File: src/rtl/nor_read_seq.sv
// nor_read_seq: burst read sequencer issuing pipelined single-word wishbone reads
// and streaming the returned words through a small ready/valid FIFO.
module nor_read_seq #(
  parameter int MEMWBADDRBITS = 22,
  parameter int MEMWBDATABITS = 16,
  parameter int LENBITS       = 16,
  parameter int MAXOUT        = 2,
  parameter int FIFODEPTH     = 4
) (
  input  logic                     sys_clk_i,
  input  logic                     sys_rst_i,
  input  logic                     cmd_valid_i,
  output logic                     cmd_ready_o,
  input  logic [MEMWBADDRBITS-1:0] cmd_addr_i,
  input  logic [LENBITS-1:0]       cmd_len_i,
  input  logic                     abort_i,
  output logic [MEMWBADDRBITS-1:0] memwb_adr_o,
  output logic [MEMWBDATABITS-1:0] memwb_dat_o,
  output logic                     memwb_we_o,
  output logic                     memwb_stb_o,
  output logic                     memwb_cyc_o,
  input  logic                     memwb_ack_i,
  input  logic [MEMWBDATABITS-1:0] memwb_dat_i,
  input  logic                     memwb_stall_i,
  input  logic                     memwb_err_i,
  output logic                     out_valid_o,
  output logic [MEMWBDATABITS-1:0] out_data_o,
  output logic                     out_last_o,
  input  logic                     out_ready_i,
  output logic                     busy_o,
  output logic                     done_o,
  output logic [1:0]               status_o
);
  localparam int OW = $clog2(MAXOUT + 1);
  localparam int CW = $clog2(FIFODEPTH + 1);
  localparam int PW = $clog2(FIFODEPTH);
  typedef enum logic [1:0] {S_IDLE, S_RUN, S_DRAIN, S_END} state_t;
  state_t state_q, state_d;
  logic cyc_q, cyc_d, abt_q, abt_d, err_q, err_d;
  logic [MEMWBADDRBITS-1:0] adr_q, adr_d;
  logic [LENBITS-1:0] rem_q, rem_d;
  logic [OW-1:0] out_q, out_d;
  logic [CW-1:0] cnt_q, cnt_d;
  logic [PW-1:0] wp_q, rp_q;
  logic [1:0] status_q, status_d;
  logic [MEMWBDATABITS-1:0] mem_q [FIFODEPTH];
  logic [FIFODEPTH-1:0] last_q;
  logic accept, stb, issue, ack_v, err_v, push, pop;
  assign accept = state_q == S_IDLE && cmd_valid_i;
  // reserving a FIFO slot per outstanding read means every ack can always be stored
  assign stb = state_q == S_RUN && rem_q != '0 && out_q < OW'(MAXOUT) &&
               int'(out_q) + int'(cnt_q) < FIFODEPTH && !abort_i;
  assign issue = stb && !memwb_stall_i;
  assign ack_v = memwb_ack_i && cyc_q;
  assign err_v = memwb_err_i && cyc_q;
  assign push = ack_v && !err_v && !abt_q && !err_q;
  assign pop = cnt_q != '0 && out_ready_i;
  always_comb begin
    state_d = state_q;
    case (state_q)
      S_IDLE:  state_d = accept ? (cmd_len_i != '0 ? S_RUN : S_DRAIN) : S_IDLE;
      S_RUN:   state_d = ((issue && rem_q == LENBITS'(1)) || abort_i || err_v) ? S_DRAIN : S_RUN;
      S_DRAIN: state_d = out_q == '0 ? S_END : S_DRAIN;
      default: state_d = S_IDLE;
    endcase
    cyc_d = state_d == S_RUN || (state_d == S_DRAIN && cyc_q);
    abt_d = accept ? 1'b0 : abt_q || (abort_i && (state_q == S_RUN || state_q == S_DRAIN));
    err_d = accept ? 1'b0 : err_q || err_v;
    status_d = accept ? 2'b00 : state_d == S_END ? {err_d, abt_d} : status_q;
    adr_d = accept ? cmd_addr_i : adr_q + MEMWBADDRBITS'(issue);
    rem_d = accept ? cmd_len_i : rem_q - LENBITS'(issue);
    // a slave error terminates the cycle, so reads still in flight are written off
    out_d = err_v ? '0 : out_q + OW'(issue) - OW'(ack_v && out_q != '0);
    cnt_d = cnt_q + CW'(push) - CW'(pop);
  end
  always_ff @(posedge sys_clk_i) begin
    if (sys_rst_i) begin
      state_q  <= S_IDLE;
      cyc_q    <= 1'b0;
      abt_q    <= 1'b0;
      err_q    <= 1'b0;
      status_q <= 2'b00;
      adr_q    <= '0;
      rem_q    <= '0;
      out_q    <= '0;
      cnt_q    <= '0;
      wp_q     <= '0;
      rp_q     <= '0;
    end else begin
      state_q  <= state_d;
      cyc_q    <= cyc_d;
      abt_q    <= abt_d;
      err_q    <= err_d;
      status_q <= status_d;
      adr_q    <= adr_d;
      rem_q    <= rem_d;
      out_q    <= out_d;
      cnt_q    <= cnt_d;
      wp_q     <= wp_q + PW'(push);
      rp_q     <= rp_q + PW'(pop);
    end
  end
  always_ff @(posedge sys_clk_i) begin
    if (push) begin
      mem_q[wp_q]  <= memwb_dat_i;
      last_q[wp_q] <= rem_q == '0 && out_q == OW'(1);
    end
  end
  assign cmd_ready_o = state_q == S_IDLE;
  assign busy_o      = state_q != S_IDLE;
  assign done_o      = state_q == S_END;
  assign status_o    = status_q;
  assign memwb_adr_o = adr_q;
  assign memwb_dat_o = '0;
  assign memwb_we_o  = 1'b0;
  assign memwb_stb_o = stb;
  assign memwb_cyc_o = cyc_q;
  assign out_valid_o = cnt_q != '0;
  assign out_data_o  = mem_q[rp_q];
  assign out_last_o  = cnt_q != '0 && last_q[rp_q];
endmodule

File: config.mk
export PLATFORM = sky130hd
export DESIGN_NAME = nor_read_seq
export DESIGN_NICKNAME = d
export VERILOG_FILES = /design/src/rtl/nor_read_seq.sv
export SDC_FILE = /design/constraint.sdc
export NUM_CORES = 1
export LEC_CHECK = 0
export CORE_ASPECT_RATIO = 2
export CORE_MARGIN = 1.5
export CORE_UTILIZATION = 35
export CTS_CLUSTER_SIZE = 20
export DETAILED_ROUTE_END_ITERATION = 6
export PLACE_DENSITY_LB_ADDON = 0.1
export SYNTH_ARGS = -nofsm -noshare
export SYNTH_HDL_FRONTEND = slang
export SYNTH_SLANG_ARGS = --single-unit
File: constraint.sdc
create_clock -name sys_clk_i -period 4.3 [get_ports sys_clk_i]
set_clock_uncertainty 0.15 [all_clocks]
set_input_delay 0.86 -clock sys_clk_i [delete_from_list [all_inputs] [get_ports sys_clk_i]]
set_output_delay 0.86 -clock sys_clk_i [all_outputs]
set_load 0.05 [all_outputs]
Yosys cells after proc, flatten, opt, wreduce, memory -nomap -nowiden --
Memory sizes are Yosys's and may differ from the RTL's. A register that Yosys moved wholly into a read port is not among the register bits. Cells that the tools add are included.
Word-level totals: flip-flop bits (word level) 58, memory bits (writable) 64, input bits 62, output and inout port bits 64, word-level logic and storage cells 92, memories 1
Operators by class: add/sub/neg operators 9, $lt $le $gt $ge 5, equal/unequal tests 8, muxes and demuxes 17, reductions and logical operators 40
Memories:
- mem_q | words 4, bits a word 16, read ports 1, clocked after memory_dff 1, wr ports 1, RTL line 46 | logic [MEMWBDATABITS-1:0] mem_q [FIFODEPTH];
Operators by type and width (number):
- 16-bit nonzero test | 2
- 22-bit by 1-bit adder with 22-bit output | 1
- 22-bit 2-to-1 mux | 1
- 1-bit logical AND | 19
- 16-bit by 1-bit equality test with 1-bit output, second input constant | 1
- 16-bit logical NOT | 1
- 16-bit 2-to-1 mux | 1
- 16-bit by 1-bit subtractor with 16-bit output | 1
- 2-bit equality test, second input constant | 4
- 2-bit 2-to-1 mux | 4
- 1-bit 2-to-1 mux | 7
- 2-bit by 1-bit adder with 2-bit output | 3
- 2-bit by 1-bit equality test with 1-bit output, second input constant | 3
- 1-bit logical OR | 6
- 2-bit by 3-bit < comparator with 1-bit output, second input constant | 2
- 2-bit one-hot mux with 3 select lines | 1
- 1-bit logical NOT | 5
- 2-bit by 3-bit adder with 4-bit output | 1
- 4-bit bitwise mux | 1
- 2-bit logical NOT | 2
- 4-bit by 3-bit < comparator with 1-bit output, second input constant | 1
- 2-bit nonzero test | 2
- 2-bit OR reduction | 2
- 3-bit by 1-bit adder with 3-bit output | 1
- 7 further kinds | 7

Depth between registers and ports, before layout --
Gate-level depths: netlist (run 1).
word-level depth 14, mapped depth 13, gate-level depth less buffers 13

Worst setup path before layout (run 1) --
No wires, ideal clock.
kind input to register, start point input abort_i, end point register rem_q[10], setup time 0.086 ns, data arrival time 3.733 ns, data required time 4.064 ns, slack 0.331 ns, stages on the path 11, buffers on the path 0, cell sequence or4b_1 -> or3_2 -> or3_1 -> inv_1 -> ha_1 -> ha_1 -> nor3b_1 -> nand2_1 -> or3_1 -> xor2_1 -> a211oi_1
On the way: longest elaborated chain between the ends 5
Ends and longest elaborated chain:
- start: declaration | RTL line 16 | input logic abort_i,
- 1-bit logical NOT | RTL line 52 | int'(out_q) + int'(cnt_q) < FIFODEPTH && !abort_i;
- 1-bit logical AND | RTL line 52
- 1-bit logical AND | RTL line 53 | assign issue = stb && !memwb_stall_i;
- 16-bit by 1-bit subtractor with 16-bit output | RTL line 71 | rem_d = accept ? cmd_len_i : rem_q - LENBITS'(issue);
- 16-bit 2-to-1 mux | RTL line 71
- end signal: assignment | RTL line 96 | rem_q <= rem_d;
- end: declaration | RTL line 41 | logic [LENBITS-1:0] rem_q, rem_d;
No other way between the ends. A chain may end at the register's enable or synchronous reset.

Worst setup path after layout (run 1) --
start point input abort_i, end point register adr_q[16] (netlist: memwb_adr_o[16])
On the way: longest elaborated chain between the ends 5
Ends and longest elaborated chain:
- 1-bit logical NOT | RTL line 52
- 1-bit logical AND | RTL line 52
- 1-bit logical AND | RTL line 53
- 22-bit by 1-bit adder with 22-bit output | RTL line 70 | adr_d = accept ? cmd_addr_i : adr_q + MEMWBADDRBITS'(issue);
- 22-bit 2-to-1 mux | RTL line 70
- end signal: assignment | RTL line 95 | adr_q <= adr_d;
- end: declaration | RTL line 40 | logic [MEMWBADDRBITS-1:0] adr_q, adr_d;
No other way between the ends.

==> results of run 1 <==
==> kinds of logic after synthesis <==
kind of cell	share of synthesized area, %
simple gates	13.3
flops	57.3
compound gates	7.46
buf+inv	4.66
xor+xnor	5.94
mux	7.44
fa+ha+maj	3.81
other cells	0.0688
==> synthesized netlist by cell type (all sizes together), types with 3 or more instances <==
cell type / count
edfxtp: 68
dfxtp: 54
nor2: 53
a211oi: 35
buf: 23
xor2: 22
mux4: 17
nand2: 17
ha: 15
xnor2: 15
clkbuf: 13
inv: 12
nand3: 11
nor4: 9
nand4: 7
and2: 6
and3: 6
nor3: 5
or3: 5
a21oi: 4
nor2b: 4
nor3b: 4
a311oi: 3
and4: 3
or4: 3
==> through the flow <==
step	area (um2)	total power, uW	TNS, ps
2_1_floorplan	5510	2140	0
3_3_place_gp	6820	2480	-386
3_5_place_dp	6820	2490	-516
4_1_cts	7390	3900	0
5_1_grt	7390	4010	0
6_report	7390	3840	0
==> final timing paths <==
| kind | start | endpoint | cells past startpoint |
|---|---|---|---|
| min reg2reg | err_q | err_q | 1 |
| min | err_q | err_q | 1 |
| max | abort_i | memwb_adr_o[16] | 13 |
| max reg2reg | state_q[1] | memwb_adr_o[16] | 14 |
==> per-layer routing <==
metal / routed length, um / track usage (%) / vias up
li1: - / - / 1843
met1: 4510 / 15.8 / 1849
met2: 7250 / 31.2 / 101
met3: 510 / 4.10 / 23
met4: 399 / 7.94 / 0
met5: 0 / 0 / -
==> registers in the layout, indices dropped and copies added, names as in the netlist <==
signal / count
status_o: 2
wp_q: 2
rp_q: 2
memwb_adr_o: 22
cnt_q: 3
mem_q: 64
out_q: 2
last_q: 4
memwb_cyc_o: 1
rem_q: 16
abt_q: 1
err_q: 1
state_q: 2
==> final cells by class <==
cell class | instances | area share [%]
clock buffer | 18 | 5.80
clock inverter | 14 | 1.96
inverter | 12 | 0.609
multi-input combinational | 282 | 29.0
sequential | 122 | 42.2
tap | 198 | 3.35
timing repair buffer | 129 | 17.0
==> power breakdown <==
| part | internal, uW | switching [uW] | total [uW] |
|---|---|---|---|
| clock | 854 | 534 | 1390 |
| combinational | 433 | 623 | 1060 |
| sequential | 1300 | 87.2 | 1390 |
| total | 2590 | 1240 | 3840 |
==> flow_metrics.py, run 1 <==
metrics = {
    "critical_path": {
        "r2r_slack_ps": 660,
        "cpMostUsedCell": "ha_1",
        "startpoint_type": "input port",
        "critical_path_buf_inv_count": 3,
        "crit_family": "simple AND/OR/NAND/NOR gates",
        "slowest_stage": "or4b_1",
        "critical_path_class": "input port to flop",
        "cp_max_fo": 4,
        "end_kind": "flop",
        "crit_path_cell_trace": "clkdlybuf4s50_1 > or4b_1 > or3_2 > or3_1 > inv_1 > ha_1 > ha_1 > nand2_1 > nor4_1 > buf_4 > nand3_1 > xor2_1 > a211oi_1",
        "worstPathRequired_ps": 4480,
        "cp_slowest_stage_delay_ps": 510,
        "arrival_ps": 4160,
    },
    "logic_synthesis": {
        "ys.flop_type": "edfxtp_1",
        "synth-async-reset-ratio_pct": 0,
        "synth.distinct_cells": 52,
        "synth.ff_latch_count": 122,
        "syn_area_per_cell_um2": 12.5,
        "synth_top_area_cell": "edfxtp_1",
        "ys_seq_area_share_pct": 57.3,
        "synthTopCellsByArea": "edfxtp_1 (37%), dfxtp_1 (20%), mux4_2 (7.0%)",
        "synth-edff-count": 68,
        "synth_area_um2": 5450,
        "synth_top_area_share_pct": 37.5,
        "netlist_instances": 436,
        "ys_warn_count": 0,
    },
    "sta": {
        "hold_viol_final": 0,
        "setup_viol": 0,
        "timing.fmax_ghz": 0.251,
        "hold_slack_ps": 334,
        "drv_slew": 0,
        "fin_ws_ps": 312,
        "worst_pin_slew_ps": 641,
        "relSlewSlack_pct": 56.7,
        "period_share_pct": 92.8,
        "rsz0062_at_grt": "no",
        "fin_crit_ps": 3990,
    },
    "placed_design": {
        "gp_congestion": 0.738,
        "pre_cts_slack_ps": -142,
        "hpwl_mm": 9.14,
        "placedCellCount": 743,
        "io_buffers": 108,
    },
    "clock_tree": {
        "clk_path_buf_depth": 2,
        "cts_num_sinks": 122,
        "htree_levels": 4,
        "ctsHoldBuffers": 0,
        "clk_pin_slew_ps": 60,
        "tritoncts": "built",
        "cts-root-buf": "clkbuf_16",
        "cts_resized": 0,
        "clock_latency_ps": 410,
        "numCtsBuffers": 17,
        "cts_setup_buffers": 0,
    },
    "global_route": {
        "grt_max_degree": 56,
        "antenna_found_initial": 0,
        "grt_usage_pct": 16.4,
        "grt_pass1_wl_mm": 20.5,
        "overflow": 0,
        "grt_pass1_vias": 4031,
    },
    "floorplan": {
        "fp.dieW_um": 91.3,
        "boundaryPins": 126,
        "core.rowCount": 64,
        "initial_core_util_pct": 35.6,
        "dieArea_um2": 16400,
        "die_height_um": 179,
        "core_um2": 15300,
    },
    "final_layout": {
        "final_cells": 775,
        "num_antenna_cells": 0,
        "fin_util_pct": 48.3,
        "multi_input_area_um2": 2150,
        "fillers": 1374,
        "seqCellArea_um2": 3120,
        "final_nets": 642,
        "syn_to_final_growth_pct": 35.6,
        "final_common_cell": "clkdlybuf4s50_1",
        "final_cell_mix": "clkdlybuf4s50_1 (106), edfxtp_1 (68), dfxtp_1 (54)",
        "drive_above_1_share_pct": 14.2,
    },
    "drt": {
        "viasPerCell": 4.92,
        "dr.first_iter.drc_count": 84,
        "vias": 3816,
        "finalWirelength_mm": 12.7,
        "drc_errors": 0,
        "dr.pass1.iters": 4,
        "wl_per_cell_um": 16.3,
        "drtAntennaViolNets": 0,
    },
    "hold_path": {
        "hp-class": "flop to flop",
    },
    "power_and_ir_drop": {
        "power.leakage_uw": 0.00265,
        "ir_drop_mv": 0.254,
        "power-per-cell-area_nw_per_um2": 519,
    },
    "run": {
        "drv_cap": 0,
    },
    "outcome": {
        "status": "complete, no violations",
    },
}
(Power assumes the default switching activity.)
==> inputs of run 2 (changes only) <==
- MAX_ROUTING_LAYER: not set -> met4
==> run 2 against run 1 <==
Against the previous run: register-to-register slack about the same; sequential power about the same; sequential cell count unchanged; largest cell class unchanged.
==> flow_metrics.py, run 2 (synthesis results as in run 1) <==
metrics = {
    "outcome": {
        "status": "complete, no violations",
    },
    "sta": {
        "timing.fmax_ghz": 0.251,
        "relSlewSlack_pct": 56.7,
        "hold_slack_ps": 334,
        "setup_viol": 0,
        "fin_crit_ps": 3990,
        "tns_ps": 0,
        "worst_pin_slew_ps": 641,
        "rsz0062_at_grt": "no",
        "hold_viol_final": 0,
        "drv_slew": 0,
        "period_share_pct": 92.7,
    },
    "drt": {
        "dr.first_iter.drc_count": 69,
        "dr.pass1.iters": 4,
        "viasPerCell": 4.93,
        "vias": 3818,
        "drtAntennaViolNets": 0,
        "drc_errors": 0,
        "finalWirelength_mm": 12.7,
        "wl_per_cell_um": 16.4,
    },
    "floorplan": {
        "die_height_um": 179,
        "initial_core_util_pct": 35.6,
        "core.rowCount": 64,
        "core_um2": 15300,
        "dieArea_um2": 16400,
        "fp.dieW_um": 91.3,
        "boundaryPins": 126,
    },
    "global_route": {
        "grt_usage_pct": 16.8,
        "grt_max_degree": 56,
        "overflow": 0,
        "grt_pass1_wl_mm": 20.5,
        "grt_pass1_vias": 4049,
        "antenna_found_initial": 0,
    },
    "critical_path": {
        "cpMostUsedCell": "ha_1",
        "critical_path_buf_inv_count": 3,
        "cp_slowest_stage_delay_ps": 510,
        "worstPathRequired_ps": 4480,
        "critical_path_class": "input port to flop",
        "startpoint_type": "input port",
        "end_kind": "flop",
        "rr_startpoint": "state_q[1]",
        "arrival_ps": 4160,
        "path_depth": 13,
        "crit_family": "simple AND/OR/NAND/NOR gates",
        "reg2reg_depth": 14,
        "critPathLaunch": "abort_i",
        "crit_path_cell_trace": "clkdlybuf4s50_1 > or4b_1 > or3_2 > or3_1 > inv_1 > ha_1 > ha_1 > nand2_1 > nor4_1 > buf_4 > nand3_1 > xor2_1 > a211oi_1",
        "slowest_stage": "or4b_1",
        "cp_max_fo": 4,
    },
    "clock_tree": {
        "cts_setup_buffers": 0,
        "tritoncts": "built",
        "cts_resized": 0,
        "numCtsBuffers": 17,
        "ctsHoldBuffers": 0,
        "clock_latency_ps": 410,
        "clk_path_buf_depth": 2,
        "htree_levels": 4,
        "clk_pin_slew_ps": 60,
        "cts_num_sinks": 122,
        "cts-root-buf": "clkbuf_16",
    },
    "final_layout": {
        "largest_reg_flops": 64,
        "multi_input_area_um2": 2150,
        "final_common_cell": "clkdlybuf4s50_1",
        "seqCellArea_um2": 3120,
        "fillers": 1374,
        "fin_util_pct": 48.3,
        "drive_above_1_share_pct": 14.2,
        "top_register": "mem_q",
        "final_cells": 775,
        "num_antenna_cells": 0,
        "final_nets": 642,
        "final_cell_mix": "clkdlybuf4s50_1 (106), edfxtp_1 (68), dfxtp_1 (54)",
        "syn_to_final_growth_pct": 35.6,
    },
    "placed_design": {
        "placedCellCount": 743,
        "hpwl_mm": 9.14,
        "io_buffers": 108,
        "gp_congestion": 0.747,
    },
    "power_and_ir_drop": {
        "totalPowerFinal_uw": 3840,
        "power.leakage_uw": 0.00265,
        "ir_drop_mv": 0.255,
        "power-per-cell-area_nw_per_um2": 519,
    },
    "hold_path": {
        "hp-class": "flop to flop",
        "whs_path_depth": 1,
        "hp-start": "err_q",
    },
    "run": {
        "drv_cap": 0,
    },
}
==> run 2: cell counts in the layout (fill, tap and decap cells not counted) <==
No cell type changed its count.
==> run 2: metrics by stage <==
| step | worst slack (ps) | area, um2 |
|---|---|---|
| floorplan | 331 | 5510 |
| global placement | -121 | 6820 |
| detailed placement | -142 | 6820 |
| CTS | 274 | 7390 |
| global route | 86.6 | 7390 |
| finish | 312 | 7390 |
==> run 2: final cells by class <==
type,instances,area share [%]
inverters,12,0.609
flip-flops and latches,122,42.2
clock buffers,18,5.80
well taps,198,3.35
clock inverters,14,1.96
repair buffers,129,17.0
multi-input cells,282,29.0
==> run 2: per-layer routing <==
layer	share of wire [%]	track usage, %	wire length [um]	vias up
met1	36	16.3	4570	1849
met2	58	31.2	7290	104
met5	0	-	0	-
li1	-	-	-	1842
met4	3.1	7.94	395	0
met3	3.3	3.38	423	23
==> run 2: power by group <==
part           leakage, uW  internal [uW]  switching [uW]  total, uW
logic              0.00131            433             623       1060
clock network     0.000276            854             533       1390
registers          0.00106           1300            87.8       1390
==> run 2: worst paths after layout <==
| check | to | slack (ps) |
|---|---|---|
| max reg2reg | memwb_adr_o[16] | 660 |
| min | err_q | 330 |
| max | memwb_adr_o[16] | 310 |
| min reg2reg | err_q | 330 |
==> inputs of run 3 (changes only) <==
- SKIP_CTS_REPAIR_TIMING: not set -> 1
==> results of run 3 <==
Final layout, timing and power as in run 2 (identical DEF).
